--- config.mk ---
export PLATFORM = sky130hd
export DESIGN_NAME = music_player
export DESIGN_NICKNAME = d
export VERILOG_FILES = /design/src/rtl/music_pkg.sv /design/src/rtl/tone_gen.sv /design/src/rtl/music_player.sv
export SDC_FILE = /design/constraint.sdc
export NUM_CORES = 1
export LEC_CHECK = 0
export CAP_MARGIN = 20
export CELL_PAD_IN_SITES_DETAIL_PLACEMENT = 1
export CELL_PAD_IN_SITES_GLOBAL_PLACEMENT = 1
export CORE_MARGIN = 2
export CORE_UTILIZATION = 45
export CTS_CLUSTER_SIZE = 16
export DETAILED_ROUTE_END_ITERATION = 6
export HOLD_SLACK_MARGIN = 0.02
export PLACE_DENSITY = 0.78
export SLEW_MARGIN = 5
export SYNTH_ARGS = -nofsm -noshare
export SYNTH_HDL_FRONTEND = slang
export SYNTH_SLANG_ARGS = --single-unit
--- constraint.sdc ---
create_clock -name clk -period 9.8 [get_ports clk]
set_input_delay 1.47 -clock clk [delete_from_list [all_inputs] [get_ports clk]]
set_output_delay 1.47 -clock clk [all_outputs]
set_load 0.005 [all_outputs]
--- src/rtl/music_pkg.sv ---
// Shared types and constants for the music player: FSM states, note-code
// landmarks, bus widths and the middle-octave half-period table (12 MHz).
package music_pkg;

  localparam int unsigned ROM_AW = 8;
  localparam int unsigned NOTE_W = 5;
  localparam int unsigned HALF_W = 17;

  typedef enum logic [1:0] {
    IDLE = 2'd0,
    LOAD = 2'd1,
    PLAY = 2'd2
  } state_e;

  localparam logic [NOTE_W-1:0] NOTE_REST     = 5'd0;
  localparam logic [NOTE_W-1:0] NOTE_LOW_C    = 5'd1;
  localparam logic [NOTE_W-1:0] NOTE_MID_C    = 5'd8;
  localparam logic [NOTE_W-1:0] NOTE_HIGH_C   = 5'd15;
  // First code past the high octave; this and everything above is a rest.
  localparam logic [NOTE_W-1:0] NOTE_TONE_END = 5'd22;

  // Middle-octave half-periods in clock cycles, index 0 = C .. 6 = B.
  localparam logic [6:0][HALF_W-1:0] MID_HALF = {
    17'd12149, 17'd13636, 17'd15306, 17'd17181, 17'd18202, 17'd20432, 17'd22933
  };

endpackage

--- src/rtl/tone_gen.sv ---
// Square-wave generator: while enabled, toggles beep every half_period clocks.
// When disabled the counter is held at 0 and beep is forced low.
//   clk, rst_n     : clock, synchronous active-low reset
//   enable_i       : note currently audible
//   half_period_i  : half-period in clocks (>= 1)
//   beep_o         : registered square-wave output
module tone_gen
  import music_pkg::*;
(
  input  logic              clk,
  input  logic              rst_n,
  input  logic              enable_i,
  input  logic [HALF_W-1:0] half_period_i,
  output logic              beep_o
);

  logic [HALF_W-1:0] cnt_q, cnt_d;
  logic              beep_q, beep_d;

  // Count up to half-1, then wrap and flip the output.
  always_comb begin
    cnt_d  = '0;
    beep_d = 1'b0;
    if (enable_i) begin
      if (cnt_q >= half_period_i - HALF_W'(1)) begin
        cnt_d  = '0;
        beep_d = ~beep_q;
      end else begin
        cnt_d  = cnt_q + HALF_W'(1);
        beep_d = beep_q;
      end
    end
  end

  always_ff @(posedge clk) begin
    if (!rst_n) begin
      cnt_q  <= '0;
      beep_q <= 1'b0;
    end else begin
      cnt_q  <= cnt_d;
      beep_q <= beep_d;
    end
  end

  assign beep_o = beep_q;

endmodule

--- src/rtl/music_player.sv ---
// Song sequencer and buzzer driver. Steps the song ROM one beat slot at a
// time, latches each note code, converts it to a half-period and drives
// tone_gen. Handles start / stop / loop control.
//   clk, rst_n : clock, synchronous active-low reset
//   start      : pulse, begin playback at address 0 (ignored while busy)
//   stop       : abort playback, dominates start
//   loop_en    : wrap to address 0 after the last entry (sampled at slot end)
//   rom_addr   : registered song ROM address
//   rom_data   : note code returned by the ROM in the same cycle
//   note       : currently latched note code
//   beep       : buzzer square wave
//   busy       : state != IDLE
//   done       : one-cycle pulse when a non-looping song ends
module music_player
  import music_pkg::*;
#(
  parameter int unsigned CLK_HZ      = 12000000,
  parameter int unsigned BEAT_CYCLES = 3000000,
  parameter int unsigned GAP_CYCLES  = 300000,
  parameter int unsigned SONG_LEN    = 48,
  parameter int unsigned TONE_SHIFT  = 0
) (
  input  logic       clk,
  input  logic       rst_n,
  input  logic       start,
  input  logic       stop,
  input  logic       loop_en,
  output logic [7:0] rom_addr,
  input  logic [4:0] rom_data,
  output logic [4:0] note,
  output logic       beep,
  output logic       busy,
  output logic       done
);

  // Wide enough to hold BEAT_CYCLES itself, so a zero gap still compares right.
  localparam int unsigned          BEAT_W      = $clog2(BEAT_CYCLES + 1);
  localparam logic [BEAT_W-1:0]    BEAT_LAST   = BEAT_W'(BEAT_CYCLES - 1);
  localparam logic [BEAT_W-1:0]    AUDIBLE_END = BEAT_W'(BEAT_CYCLES - GAP_CYCLES);
  localparam logic [ROM_AW-1:0]    ADDR_LAST   = ROM_AW'(SONG_LEN - 1);

  // Elaboration-time guard on the parameter set (the tone table assumes 12 MHz).
  if (BEAT_CYCLES < 2 || GAP_CYCLES >= BEAT_CYCLES || SONG_LEN < 1 ||
      SONG_LEN > 256 || CLK_HZ == 0) begin : g_bad_params
    $error("music_player: illegal parameter set");
  end

  state_e              state_q, state_d;
  logic [ROM_AW-1:0]   rom_addr_q, rom_addr_d;
  logic [NOTE_W-1:0]   note_q, note_d;
  logic [BEAT_W-1:0]   beat_q, beat_d;
  logic                busy_q, busy_d;
  logic                done_q, done_d;

  logic                tone_valid;
  logic                oct_low, oct_high;
  logic [2:0]          tone_idx;
  logic [HALF_W-1:0]   half_base, half_scaled, half_shifted, half_period;
  logic                tone_en;

  // Next-state and registered-output logic.
  always_comb begin
    state_d    = state_q;
    rom_addr_d = rom_addr_q;
    note_d     = note_q;
    beat_d     = beat_q;
    done_d     = 1'b0;

    case (state_q)
      IDLE: begin
        beat_d = '0;
        if (start) begin
          rom_addr_d = '0;
          state_d    = LOAD;
        end
      end
      LOAD: begin
        note_d  = rom_data;
        beat_d  = '0;
        state_d = PLAY;
      end
      PLAY: begin
        if (beat_q == BEAT_LAST) begin
          beat_d = '0;
          if (rom_addr_q < ADDR_LAST) begin
            rom_addr_d = rom_addr_q + ROM_AW'(1);
            state_d    = LOAD;
          end else if (loop_en) begin
            rom_addr_d = '0;
            state_d    = LOAD;
          end else begin
            rom_addr_d = '0;
            done_d     = 1'b1;
            state_d    = IDLE;
          end
        end else begin
          beat_d = beat_q + BEAT_W'(1);
        end
      end
      default: begin
        rom_addr_d = '0;
        beat_d     = '0;
        state_d    = IDLE;
      end
    endcase

    // Stop overrides everything, including a simultaneous start or song end.
    if (stop) begin
      state_d    = IDLE;
      rom_addr_d = '0;
      beat_d     = '0;
      done_d     = 1'b0;
    end

    busy_d = (state_d != IDLE);
  end

  always_ff @(posedge clk) begin
    if (!rst_n) begin
      state_q    <= IDLE;
      rom_addr_q <= '0;
      note_q     <= '0;
      beat_q     <= '0;
      busy_q     <= 1'b0;
      done_q     <= 1'b0;
    end else begin
      state_q    <= state_d;
      rom_addr_q <= rom_addr_d;
      note_q     <= note_d;
      beat_q     <= beat_d;
      busy_q     <= busy_d;
      done_q     <= done_d;
    end
  end

  // Note code -> octave and table index.
  always_comb begin
    tone_valid = 1'b0;
    oct_low    = 1'b0;
    oct_high   = 1'b0;
    tone_idx   = 3'd0;
    if (note_q >= NOTE_LOW_C && note_q < NOTE_MID_C) begin
      tone_valid = 1'b1;
      oct_low    = 1'b1;
      tone_idx   = 3'(note_q - NOTE_LOW_C);
    end else if (note_q >= NOTE_MID_C && note_q < NOTE_HIGH_C) begin
      tone_valid = 1'b1;
      tone_idx   = 3'(note_q - NOTE_MID_C);
    end else if (note_q >= NOTE_HIGH_C && note_q < NOTE_TONE_END) begin
      tone_valid = 1'b1;
      oct_high   = 1'b1;
      tone_idx   = 3'(note_q - NOTE_HIGH_C);
    end
  end

  // Half-period: octave scaling, then the speed-up shift, clamped to >= 1.
  always_comb begin
    half_base    = MID_HALF[tone_idx];
    half_scaled  = oct_low  ? (half_base << 1) :
                   oct_high ? (half_base >> 1) : half_base;
    half_shifted = half_scaled >> TONE_SHIFT;
    half_period  = (half_shifted == '0) ? HALF_W'(1) : half_shifted;
  end

  // Audible: a real tone, inside the non-gap part of the slot, not being stopped.
  assign tone_en = (state_q == PLAY) && tone_valid && (beat_q < AUDIBLE_END) && !stop;

  tone_gen u_tone_gen (
    .clk           (clk),
    .rst_n         (rst_n),
    .enable_i      (tone_en),
    .half_period_i (half_period),
    .beep_o        (beep)
  );

  assign rom_addr = rom_addr_q;
  assign note     = note_q;
  assign busy     = busy_q;
  assign done     = done_q;

endmodule
# [After elaboration in Yosys (flattened, before gate mapping)]
# Memory sizes are Yosys's and may differ from the RTL's.
# Cells that the tools add are included.
[op_classes] magnitude_cmp=10 n_mux=24 addsub=7 n_eq_ne=5 bitwise_logic=6 n_reduce_logical=16
[ops] cell="$mux 17" count=4
[ops] cell="$mux 8" count=3
[ops] cell="$pmux 8 s3" count=1
[ops] cell="$add 22x1->22 const B" count=1
[ops] cell="$eq 22x22->1 const B" count=1
[ops] cell="$lt 22x22->1 const B" count=1
[ops] cell="$add 17x1->17 const B" count=1
[ops] cell="$ge 17x17->1" count=1
[ops] cell="$logic_not 17->1" count=1
[ops] cell="$sub 17x1->17 const B" count=1
[ops] cell="$ge 5x4->1 const B" count=2
[ops] cell="$lt 5x4->1 const B" count=2
[ops] cell="$mux 1" count=9
[ops] cell="$mux 3" count=3
[ops] cell="$add 8x1->8 const B" count=1
[ops] cell="$lt 8x6->1 const B" count=1
[ops] cell="$logic_and 1x1->1" count=6
[ops] cell="$mux 2" count=3
[ops] cell="$not 1->1" count=6
[ops] cell="$pmux 2 s3" count=1
[ops] cell="$sub 3x1->3 const B" count=2
[ops] cell="$ge 5x1->1 const B" count=1
[ops] cell="$lt 5x5->1 const B" count=1
[ops] cell="$reduce_or 5->1" count=1
[ops] cell="other kinds (13)" count=14
[totals] n_memories=1 mem_bits_ro=136 reg_bits=57 output_inout_bits=16 word_cells=77 in_bits=10
[memory_table] name="(no name shown)" depth=8 width=17 read_ports=1 rd_ports_with_merged_regs=0 wr=0 line_no="music_player.sv:158" rtl="half_base = MID_HALF[tone_idx];"

# [Longest topological paths before layout]
# Gate-level depths: netlist of the first run.
[logic_depth] ltp_word=14 depth_mapped=29

# [Modules after synthesis]
# Synthesis of the first run repeated with hierarchy kept, for this count alone.
[hier_totals] hier_cells=491 area_unflattened_um2=4000.1
[modules_own_cells] module="music_player" area_per_inst_um2=2603.7 n_inst=1 seq_area_each_um2=780.7 cells_per_inst=324
[modules_own_cells] module="tone_gen" area_per_inst_um2=1396.3 n_inst=1 seq_area_each_um2=360.3 cells_per_inst=167

# [Worst setup path after synthesis of the first run]
# No wires, ideal clock.
[synth_timing] path_type="reg2reg" start="reg note_q[1] (netlist: note[1])" end="reg u_tone_gen.cnt_q[10]" n_path_buf=5 stages_incl_launch_ff=27 period_less_slack_ns=5.504 t_required_ns=9.735 slack_ns=4.296 arrival_time_ns=5.439 path_cell_list="dfxtp_1 buf_2 inv_1 ha_1 or4_4 buf_6 and2_4 buf_6 nand2_1 o21a_1 buf_6 inv_1 ha_1 mux2_2 a221oi_1 a21oi_1 a221o_1 or4b_4 o221ai_2 ha_1 a21o_1 a21o_1 a31o_2 a31oi_1 o21bai_1 clkbuf_1 nor2_1"
[synth_via] elab_chain_cells=14
[synth_lines] element="from (decl)" line_no="music_player.sv:50" rtl="logic [NOTE_W-1:0] note_q, note_d;"
[synth_lines] element="from (signal assigned)" line_no="music_player.sv:129" rtl="note_q <= note_d;"
[synth_lines] element="$ge 5x4->1 / $lt 5x5->1 (equally long branches)" line_no="music_player.sv:149" rtl="end else if (note_q >= NOTE_HIGH_C && note_q < NOTE_TONE_END) begin"
[synth_lines] element="$logic_and 1x1->1" line_no="music_player.sv:149"
[synth_lines] element="$mux 3" line_no="music_player.sv:149"
[synth_lines] element="$mux 3" line_no="music_player.sv:146" rtl="end else if (note_q >= NOTE_MID_C && note_q < NOTE_HIGH_C) begin"
[synth_lines] element="$mux 3" line_no="music_player.sv:142" rtl="if (note_q >= NOTE_LOW_C && note_q < NOTE_MID_C) begin"
[synth_lines] element="$mem_v2 8x17"
[synth_lines] element="$mux 17 (implied by the code)" line_no="music_player.sv:158"
[synth_lines] element="$mux 17" line_no="music_player.sv:160" rtl="oct_high ? (half_base >> 1) : half_base;"
[synth_lines] element="$mux 17" line_no="music_player.sv:159" rtl="half_scaled = oct_low ? (half_base << 1) :"
[synth_lines] element="$logic_not 17->1" line_no="music_player.sv:162" rtl="half_period = (half_shifted == '0) ? HALF_W'(1) : half_shifted;"
[synth_lines] element="$mux 17" line_no="music_player.sv:162"
[synth_lines] element="$sub 17x1->17" line_no="tone_gen.sv:25" rtl="if (cnt_q >= half_period_i - HALF_W'(1)) begin"
[synth_lines] element="$ge 17x17->1" line_no="tone_gen.sv:25"
[synth_lines] element="$reduce_or 3->1 (no source line) *"
[synth_lines] element="to (signal assigned)" line_no="tone_gen.sv:40" rtl="cnt_q <= cnt_d;"
[synth_lines] element="to (decl)" line_no="tone_gen.sv:17" rtl="logic [HALF_W-1:0] cnt_q, cnt_d;"
# Every way passes the cells marked *; elsewhere a longest branch is shown, timed or not. The select of a mux whose other input is x is not followed.
# A chain may end at the register's enable or synchronous reset.

# [Worst setup path after layout of the first run]
[layout_timing] start="reg note_q[1] (netlist: note[1])" end="reg u_tone_gen.cnt_q[3]"
# Same word-level chain as after synthesis.

==> results of run 1 <==
-- where the power goes --
part / internal (mW) / total, mW / leakage, nW / switching (mW)
logic: 0.0583 / 0.136 / 1.12 / 0.0780
registers: 0.233 / 0.236 / 0.460 / 0.00319
clock network: 0.129 / 0.221 / 0.102 / 0.0923
-- cell usage in the layout, fill, tap and decap left out, types with 14 or more instances in the layout --
cell             count
nand3_1             20
nor2_1              71
nand2_1             29
ha_1                31
a21oi_1             17
dfxtp_1             57
clkdlybuf4s50_1     25
xor2_1              30
and3_1              14
inv_1               14
xnor2_1             16
-- cells in the mapped netlist (all sizes together) (2+ instances only) --
master	n	share of area
a31o	5	0.012
o22ai	2	0.0033
a211oi	4	0.0080
o21ai	12	0.016
or4	2	0.0050
a311o	2	0.0053
nor3	6	0.0080
buf	6	0.015
ha	31	0.10
nor3b	2	0.0040
a211o	3	0.0070
clkbuf	14	0.014
nor2	71	0.071
o221ai	3	0.0087
nor2b	9	0.015
a21boi	5	0.010
a221oi	4	0.0094
o211ai	2	0.0040
a311oi	2	0.0047
and4	3	0.0070
a21oi	17	0.023
and3	14	0.023
a21o	9	0.018
nand4	9	0.015
o22a	3	0.0070
o21a	5	0.010
mux2i	7	0.019
and2	8	0.014
nand3	20	0.027
xor2	30	0.070
nand2	29	0.029
inv	14	0.014
xnor2	16	0.037
a31oi	3	0.0050
nand2b	6	0.010
dfxtp	57	0.30
-- critical path, cell delays in order, from the launching register on --
cell and delay [ns]:
dfxtp_1 0.49, inv_1 0.13, ha_1 0.21, or4_4 0.46, and2_4 0.24, nand2_1 0.10
o21a_1 0.31, inv_1 0.16, ha_1 0.30, mux2_2 0.29, a221oi_1 0.24, a21oi_1 0.18
a221o_1 0.49, or4b_4 0.53, o221ai_2 0.17, ha_1 0.27, a21o_1 0.19, a21o_1 0.19
a31o_2 0.22, a31oi_1 0.24, o21bai_1 0.26, buf_6 0.23, nor2_1 0.11
-- per-layer routing --
metal  share of wire  wire, um
met5               0         0
met4           0.015       134
met3           0.032       293
met2            0.45      4170
met1            0.50      4630
-- sequential cells by signal (all words and copies together) (netlist names) --
name	cells
beat_q	22
busy	1
done	1
note	5
rom_addr	8
state_q	2
u_tone_gen.beep_o	1
u_tone_gen.cnt_q	17
-- logic make-up (layout without fill, tap and decap cells) --
kind of cell | count (synthesis) | after routing | share of synthesized area
flip-flops | 57 | 57 | 0.305
AND/OR/NAND/NOR | 186 | 186 | 0.244
multiplexers | 8 | 8 | 0.0217
buffers and inverters | 34 | 55 | 0.0428
XOR/XNOR | 46 | 46 | 0.108
adder cells (fa/ha/maj) | 31 | 31 | 0.104
other | 1 | 1 | 0.00100
AO/OA/AOI/OAI | 91 | 91 | 0.174
-- through the flow --
stage | utilization | instances | hold WS, ns | setup WS [ns]
final | 0.519 | 580 | 0.468 | 3.71
after global routing | 0.519 | 580 | 0.498 | 3.30
after CTS | 0.519 | 580 | 0.472 | 3.75
after detailed placement | 0.495 | 565 | 0.463 | 3.79
after global placement | 0.494 | 564 | 0.445 | 3.85
after floorplan | - | 454 | 0.430 | 4.30
-- worst paths after layout --
kind / slack (ns) / depth (start not counted) / end
max: 3.71 / 22 / u_tone_gen.cnt_q[3]$_SDFF_PP0_
min: 0.47 / 1 / beat_q[0]$_SDFF_PP0_
max reg2reg: 3.71 / 22 / u_tone_gen.cnt_q[3]$_SDFF_PP0_
min reg2reg: 0.47 / 1 / beat_q[0]$_SDFF_PP0_
-- cell type report --
type / instances / area, um^2 / share of cell area
multi-input cells: 363 / 2440 / 0.578
flip-flops and latches: 57 / 1140 / 0.270
repair buffers: 26 / 262 / 0.0619
clock buffers: 12 / 155 / 0.0367
well taps: 105 / 131 / 0.0311
inverters: 14 / 52.6 / 0.0124
clock inverters: 3 / 40.0 / 0.00948
==> reports/metrics.csv, run 1 <==
stage;metric;value;unit
status;status;completed;
sta;fin_skew;0.0106;ns
floorplanning;fp.dieH;95.2;um
routing;ant_nets;0;
setup_path;crit_arrival;6.36;ns
sta;max_clock_freq;164;MHz
min_path;hold_class;flip-flop to flip-flop;
pwr;p_leak;1.69;nW
synth;synth_cell_type_count;60;
synth;ys.flop_type;dfxtp_1;
routing;wl;9230;um
place;io_buffers;25;
floorplanning;die_area;9070;um^2
setup_path;crit_type;flip-flop to flip-flop;
sta;rsz0062_at_grt;false;
place;dpl-instance-area;4030;um^2
global_routing;use_met3;0.0435;
routing;first_iter_violations;136;
synth;synth_edf_count;0;
global_routing;grt_max_degree;23;
cts;clock_latency;0.34;ns
final_layout;layout-drive-gt1-share;0.0547;
place;dp_hpwl;6940;um
setup_path;critPathMaxFanout;16;
floorplanning;num_rows;33;
sta;max-slew-margin-rel;0.453;
final_layout;fill_cells;977;
place;globalplace.congestion;0.912;
routing;vias;3281;
min_path;min_from;beat_q[0]$_SDFF_PP0_;
pwr;pwr_density_cell;141;nW/um^2
sta;timing_hold_violations_final;0;
cts;cts_setup_buffers;0;
sta;maxSlewViolCount;0;
floorplanning;io_pins;26;
global_routing;grtUsageTotal;0.219;
global_routing;antenna_found_initial;0;
sta;tightest_slew;0.820;ns
cts;tritoncts;built;
final_layout;n_antenna_cell;0;
global_routing;grt_use_met2;0.346;
job;max_cap_viol_count;0;
synth;ys_seq_elements;57;
sta;fin_setup_tns;0;ns
cts;cts_resized;0;
setup_path;start_kind;flip-flop;
setup_path;crit_path_end_kind;flip-flop;
global_routing;first_global_vias;3289;
sta;final.period_utilization;0.622;
synth;syn_nets;495;
synth;avgSynthCellArea;8.25;um^2
cts;root_buffer;clkbuf_8;
cts;h-tree-depth;3;
sta;period_needed;6.09;ns
final_layout;fin_nets;512;
cts;hold_buffers;0;
synth;yosys_warnings;0;
cts;clock_path_buffers;2;
setup_path;r2r_start;note[1]$_SDFFE_PN0N_;
global_routing;grt-ovfl-total;0;
cts;clk_pin_slew;0.06;ns
cts;numCtsBuffers;9;
setup_path;critPathLaunch;note[1]$_SDFFE_PN0N_;
pwr;ir_worst_vdd;0.0675;mV
floorplanning;start_util;0.460;
synth;ys_async_sr_fraction;0;
routing;via_per_inst;5.66;
global_routing;grt.busiest_layer;met2;
routing;route.detailed.drc;0;
pwr;p_total;594;uW
final_layout;design_area;4230;um^2
floorplanning;die_x;95.2;um
global_routing;grt_pass1_wl;15700;um
global_routing;grtUsageMet1;0.298;
synth;synth_area;3740;um^2
floorplanning;core;8130;um^2
final_layout;areaGrowthSynthToFinish;12.8;%
sta;setup_viol;0;
synth;synth_cells;454;
setup_path;required;10.07;ns
synth;ys_seq_area_frac;0.305;
cts;cts_sinks;57;
routing;drt_pass1_iterations;4;
routing;post_drt_wl_per_cell;15.9;um
Note: power is estimated with default switching activity, not from simulation.
==> run 2, diff against run 1 <==
==> constraint.sdc (replaced) <==
create_clock -name clk -period 5.85 [get_ports clk]
set_input_delay 0.8775 -clock clk [delete_from_list [all_inputs] [get_ports clk]]
set_output_delay 0.8775 -clock clk [all_outputs]
set_load 0.005 [all_outputs]
==> run 2 against run 1 <==
Non-clock buffer count increased by 7. Final cell count increased by 1.4%. Utilization increased by 0.60 points. Critical path type unchanged. Largest cell class unchanged. Largest power group unchanged.
==> reports/metrics.csv, run 2 (same netlist as run 1, synthesis figures left out) <==
stage;metric;value;unit
sta;timing_hold_violations_final;0;
place;globalplace.congestion;0.889;
setup_path;cp.depth;23;
setup_path;crit_type;flip-flop to flip-flop;
sta;maxSlewViolCount;0;
final_layout;mostFrequentLayoutCell;nor2_1;
sta;rsz0062_at_grt;false;
setup_path;crit_path_end_kind;flip-flop;
final_layout;seq_area;1140;um^2
floorplanning;fp.dieH;95.2;um
cts;tritoncts;built;
sta;final.period_utilization;0.946;
global_routing;antenna_found_initial;0;
cts;cts_resized;0;
cts;clock_path_buffers;2;
setup_path;critPathLaunch;note[1]$_SDFFE_PN0N_;
global_routing;grt-ovfl-total;0;
sta;period_needed;5.53;ns
floorplanning;die_area;9070;um^2
setup_path;crit_top_cell;ha_1;
pwr;pwr_density_cell;231;nW/um^2
routing;first_iter_violations;109;
cts;numCtsBuffers;9;
cts;hold_buffers;0;
floorplanning;die_x;95.2;um
floorplanning;io_pins;26;
status;status;completed;
sta;tightest_slew;0.818;ns
floorplanning;start_util;0.460;
routing;via_per_inst;5.71;
cts;cts_sinks;57;
place;dp_hpwl;7430;um
final_layout;n_antenna_cell;0;
final_layout;layout-drive-gt1-share;0.0766;
setup_path;path_buf_inv;4;
floorplanning;num_rows;33;
final_layout;final_cell_mix;nor2_1 (71), dfxtp_1 (57), ha_1 (31);
routing;ant_nets;0;
routing;wl;9820;um
pwr;ir_worst_vdd;0.0967;mV
global_routing;grtUsageTotal;0.232;
global_routing;grt_max_degree;23;
routing;drt_pass1_iterations;4;
setup_path;critPathMaxFanout;16;
setup_path;r2r_slack;0.32;ns
setup_path;setup.worst_path.end;u_tone_gen.cnt_q[8]$_SDFF_PP0_;
setup_path;cp_slowest_cell;or4b_4;
place;pre_cts_slack;0.273;ns
place;io_buffers;25;
setup_path;required;6.13;ns
final_layout;fin_nets;519;
job;max_cap_viol_count;0;
sta;setup_viol;0;
place;dpl.cell_count;572;
global_routing;first_global_vias;3429;
routing;vias;3357;
sta;max_clock_freq;181;MHz
cts;h-tree-depth;3;
sta;fin_ws;0.316;ns
setup_path;critPathTopFamily;compound AO/OA/AOI/OAI gates;
global_routing;grt_pass1_wl;16600;um
min_path;hold_class;flip-flop to flip-flop;
setup_path;cp_cell_sequence;inv_1, ha_1, or4_4, and2_4, nand2_1, o21a_1, inv_1, ha_1, buf_4, a21boi_0, a311oi_1, a21oi_1, a221o_1, or4b_4, o221ai_2, ha_1, a21o_1, a21o_1, a31o_2, a31oi_1, o21bai_2, buf_6, nor2_1;
setup_path;reg2reg_depth;23;
floorplanning;core;8130;um^2
pwr;p_leak;1.71;nW
cts;clock_latency;0.35;ns
final_layout;largest_reg_flops;22;
final_layout;largest_register;beat_q;
setup_path;crit_arrival;5.82;ns
setup_path;reg2reg_to;u_tone_gen.cnt_q[8]$_SDFF_PP0_;
final_layout;areaGrowthSynthToFinish;14.1;%
setup_path;r2r_start;note[1]$_SDFFE_PN0N_;
final_layout;multiInputGateArea;2450;um^2
setup_path;start_kind;flip-flop;
sta;fin_setup_tns;0;ns
sta;max-slew-margin-rel;0.455;
routing;post_drt_wl_per_cell;16.7;um
routing;route.detailed.drc;0;
cts;root_buffer;clkbuf_8;
sta;fin_skew;0.0117;ns
cts;clk_pin_slew;0.08;ns
cts;cts_setup_buffers;0;
final_layout;layoutNonFillerInstCount;588;
final_layout;fill_cells;998;
setup_path;max_stage_delay;0.53;ns
[run 2: per-layer routing]
layer	track usage	wire length [um]
met5	0	0
met4	0.0785	163
met3	0.0522	318
met2	0.378	4680
met1	0.302	4650
[run 2: how the worst min path moves through the flow]
stage | to | from | slack (ns) | cells past startpoint
3_5_place_dp | beat_q[0]$_SDFF_PP0_ | beat_q[0]$_SDFF_PP0_ | 0.47 | 1
2_1_floorplan | beat_q[0]$_SDFF_PP0_ | beat_q[0]$_SDFF_PP0_ | 0.43 | 1
6_report | beat_q[0]$_SDFF_PP0_ | beat_q[0]$_SDFF_PP0_ | 0.48 | 1
3_3_place_gp | beat_q[0]$_SDFF_PP0_ | beat_q[0]$_SDFF_PP0_ | 0.44 | 1
4_1_cts | beat_q[0]$_SDFF_PP0_ | beat_q[0]$_SDFF_PP0_ | 0.48 | 1
5_1_grt | beat_q[0]$_SDFF_PP0_ | beat_q[0]$_SDFF_PP0_ | 0.51 | 1
[run 2: final cells by class]
class / count / share of cell area
multi-input cells: 363 / 0.573
flip-flops and latches: 57 / 0.267
repair buffers: 33 / 0.0735
well taps: 105 / 0.0307
clock buffers: 9 / 0.0290
clock inverters: 7 / 0.0143
inverters: 14 / 0.0123
[run 2: stage by stage]
| stage | hold WS [ns] | cell area [um^2] | util | power (mW) |
|---|---|---|---|---|
| final | 0.478 | 4270 | 0.525 | 0.986 |
| after global routing | 0.507 | 4270 | 0.525 | 1.04 |
| after CTS | 0.479 | 4270 | 0.525 | 0.995 |
| after detailed placement | 0.467 | 4080 | 0.502 | 0.638 |
| after global placement | 0.440 | 4070 | 0.501 | 0.628 |
| after floorplan | 0.430 | 3740 | - | 0.578 |
[run 2: report_power, final]
part | total (mW) | leakage [nW] | internal [mW] | switching [mW]
Clock | 0.354 | 0.0888 | 0.161 | 0.192
Sequential | 0.394 | 0.460 | 0.390 | 0.00359
Combinational | 0.239 | 1.16 | 0.103 | 0.136
==> run 3, diff against run 2 <==
--- a/config.mk
+++ b/config.mk
@@ -6,14 +6,14 @@
 export NUM_CORES = 1
 export LEC_CHECK = 0
 export CAP_MARGIN = 20
-export CELL_PAD_IN_SITES_DETAIL_PLACEMENT = 1
+export CELL_PAD_IN_SITES_DETAIL_PLACEMENT = 0
 export CELL_PAD_IN_SITES_GLOBAL_PLACEMENT = 1
 export CORE_MARGIN = 2
 export CORE_UTILIZATION = 45
 export CTS_CLUSTER_SIZE = 16
 export DETAILED_ROUTE_END_ITERATION = 6
 export HOLD_SLACK_MARGIN = 0.02
-export PLACE_DENSITY = 0.78
+export PLACE_DENSITY = 0.89
 export SLEW_MARGIN = 5
 export SYNTH_ARGS = -nofsm -noshare
 export SYNTH_HDL_FRONTEND = slang
==> run 3 against run 2 <==
Clock skew down 0.0026 ns. Critical path type unchanged. Sequential power about the same. Sequential cell count stayed put. Critical endpoint is now u_tone_gen.cnt_q[5]$_SDFF_PP0_.
==> reports/metrics.csv, run 3 (same netlist as run 1, synthesis figures left out) <==
stage;metric;value;unit
final_layout;layout-drive-gt1-share;0.0726;
routing;ant_nets;0;
global_routing;grtUsageTotal;0.189;
final_layout;seq_area;1140;um^2
sta;rsz0062_at_grt;false;
global_routing;grt_pass1_wl;13500;um
setup_path;critPathLaunch;note[0]$_SDFFE_PN0N_;
setup_path;reg2reg_depth;21;
floorplanning;num_rows;33;
sta;fin_setup_tns;0;ns
final_layout;largest_reg_flops;22;
cts;root_buffer;clkbuf_8;
floorplanning;die_x;95.2;um
setup_path;required;6.13;ns
final_layout;n_antenna_cell;0;
sta;max_clock_freq;184;MHz
setup_path;critPathMaxFanout;16;
setup_path;path_buf_inv;2;
pwr;p_leak;1.72;nW
final_layout;areaGrowthSynthToFinish;14.5;%
sta;setup_viol;0;
place;pre_cts_slack;0.372;ns
cts;tritoncts;built;
job;max_cap_viol_count;0;
setup_path;cp_cell_sequence;ha_1, or4_4, and2_4, nand2_1, o21a_1, inv_1, ha_1, mux2_2, a221oi_1, a21oi_1, a221o_1, or4b_4, o221ai_2, ha_1, a21o_1, a21o_1, a31o_2, a31oi_1, o21bai_2, buf_6, nor2_1;
final_layout;largest_register;beat_q;
sta;fin_ws;0.401;ns
final_layout;multiInputGateArea;2450;um^2
sta;maxSlewViolCount;0;
setup_path;critPathTopFamily;compound AO/OA/AOI/OAI gates;
setup_path;crit_arrival;5.73;ns
place;globalplace.congestion;0.929;
routing;via_per_inst;5.57;
routing;drt_pass1_iterations;5;
cts;clock_path_buffers;2;
status;status;completed;
final_layout;mostFrequentLayoutCell;nor2_1;
min_path;hold_class;flip-flop to flip-flop;
final_layout;layoutNonFillerInstCount;587;
floorplanning;fp.dieH;95.2;um
setup_path;start_kind;flip-flop;
setup_path;r2r_start;note[0]$_SDFFE_PN0N_;
setup_path;reg2reg_to;u_tone_gen.cnt_q[5]$_SDFF_PP0_;
place;io_buffers;25;
place;dp_hpwl;5910;um
pwr;pwr_density_cell;236;nW/um^2
global_routing;first_global_vias;2918;
setup_path;crit_type;flip-flop to flip-flop;
setup_path;r2r_slack;0.40;ns
floorplanning;core;8130;um^2
setup_path;max_stage_delay;0.52;ns
sta;tightest_slew;0.827;ns
floorplanning;start_util;0.460;
final_layout;fin_nets;518;
cts;clk_pin_slew;0.08;ns
routing;wl;7860;um
cts;cts_sinks;57;
sta;whs;0.467;ns
floorplanning;die_area;9070;um^2
pwr;ir_worst_vdd;0.108;mV
place;dpl.cell_count;571;
setup_path;cp.depth;21;
global_routing;antenna_found_initial;0;
routing;post_drt_wl_per_cell;13.4;um
sta;timing_hold_violations_final;0;
cts;numCtsBuffers;9;
routing;first_iter_violations;111;
setup_path;cp_slowest_cell;or4b_4;
sta;period_needed;5.45;ns
routing;route.detailed.drc;0;
floorplanning;io_pins;26;
routing;vias;3267;
setup_path;setup.worst_path.end;u_tone_gen.cnt_q[5]$_SDFF_PP0_;
final_layout;fill_cells;750;
cts;h-tree-depth;3;
global_routing;grt_max_degree;23;
final_layout;final_util;0.527;
sta;max-slew-margin-rel;0.449;
sta;fin_skew;0.00915;ns
final_layout;final_cell_mix;nor2_1 (71), dfxtp_1 (57), ha_1 (31);
setup_path;crit_path_end_kind;flip-flop;
sta;final.period_utilization;0.931;
setup_path;crit_top_cell;ha_1;
global_routing;grt-ovfl-total;0;
cts;clock_latency;0.34;ns
==> run 3: area by class of cell <==
| type | instances | area share |
|---|---|---|
| multi-input cells | 363 | 0.571 |
| flip-flops and latches | 57 | 0.266 |
| repair buffers | 32 | 0.0715 |
| well taps | 105 | 0.0306 |
| clock buffers | 9 | 0.0289 |
| clock inverters | 7 | 0.0198 |
| inverters | 14 | 0.0123 |
==> run 3: worst min-delay path by stage <==
| stage | slack, ns | endpoint | start | depth (start not counted) |
|---|---|---|---|---|
| 2_1_floorplan | 0.43 | beat_q[0]$_SDFF_PP0_ | beat_q[0]$_SDFF_PP0_ | 1 |
| 3_3_place_gp | 0.44 | beat_q[0]$_SDFF_PP0_ | beat_q[0]$_SDFF_PP0_ | 1 |
| 3_5_place_dp | 0.45 | beat_q[0]$_SDFF_PP0_ | beat_q[0]$_SDFF_PP0_ | 1 |
| 4_1_cts | 0.47 | beat_q[0]$_SDFF_PP0_ | beat_q[0]$_SDFF_PP0_ | 1 |
| 5_1_grt | 0.51 | u_tone_gen.cnt_q[0]$_SDFF_PP0_ | u_tone_gen.cnt_q[0]$_SDFF_PP0_ | 1 |
| 6_report | 0.47 | beat_q[0]$_SDFF_PP0_ | beat_q[0]$_SDFF_PP0_ | 1 |
==> run 3: what timing repair did <==
action | in CTS | in global routing
hold buffers | 0 | 0
setup endpoints to repair | 0 | 1
buffers inserted | 0 | 0
gates resized for setup | 0 | 1
==> run 3: per-layer routing <==
layer	share of wire	track usage	up-vias
li1	-	-	1655
met1	0.49	0.252	1527
met2	0.46	0.298	79
met3	0.045	0.0490	6
met4	0.0080	0.0580	0
met5	0	0	-
==> run 3: where the power goes <==
part | total, mW | internal, mW | switching [mW]
Clock | 0.395 | 0.205 | 0.189
Combinational | 0.226 | 0.101 | 0.125
Sequential | 0.394 | 0.390 | 0.00342
Total | 1.01 | 0.696 | 0.317
==> run 3: metrics by stage <==
step	instance area, um^2	power (mW)
2_1_floorplan	3740	0.578
3_3_place_gp	4060	0.623
3_5_place_dp	4080	0.625
4_1_cts	4280	1.02
5_1_grt	4290	1.07
6_report	4290	1.01
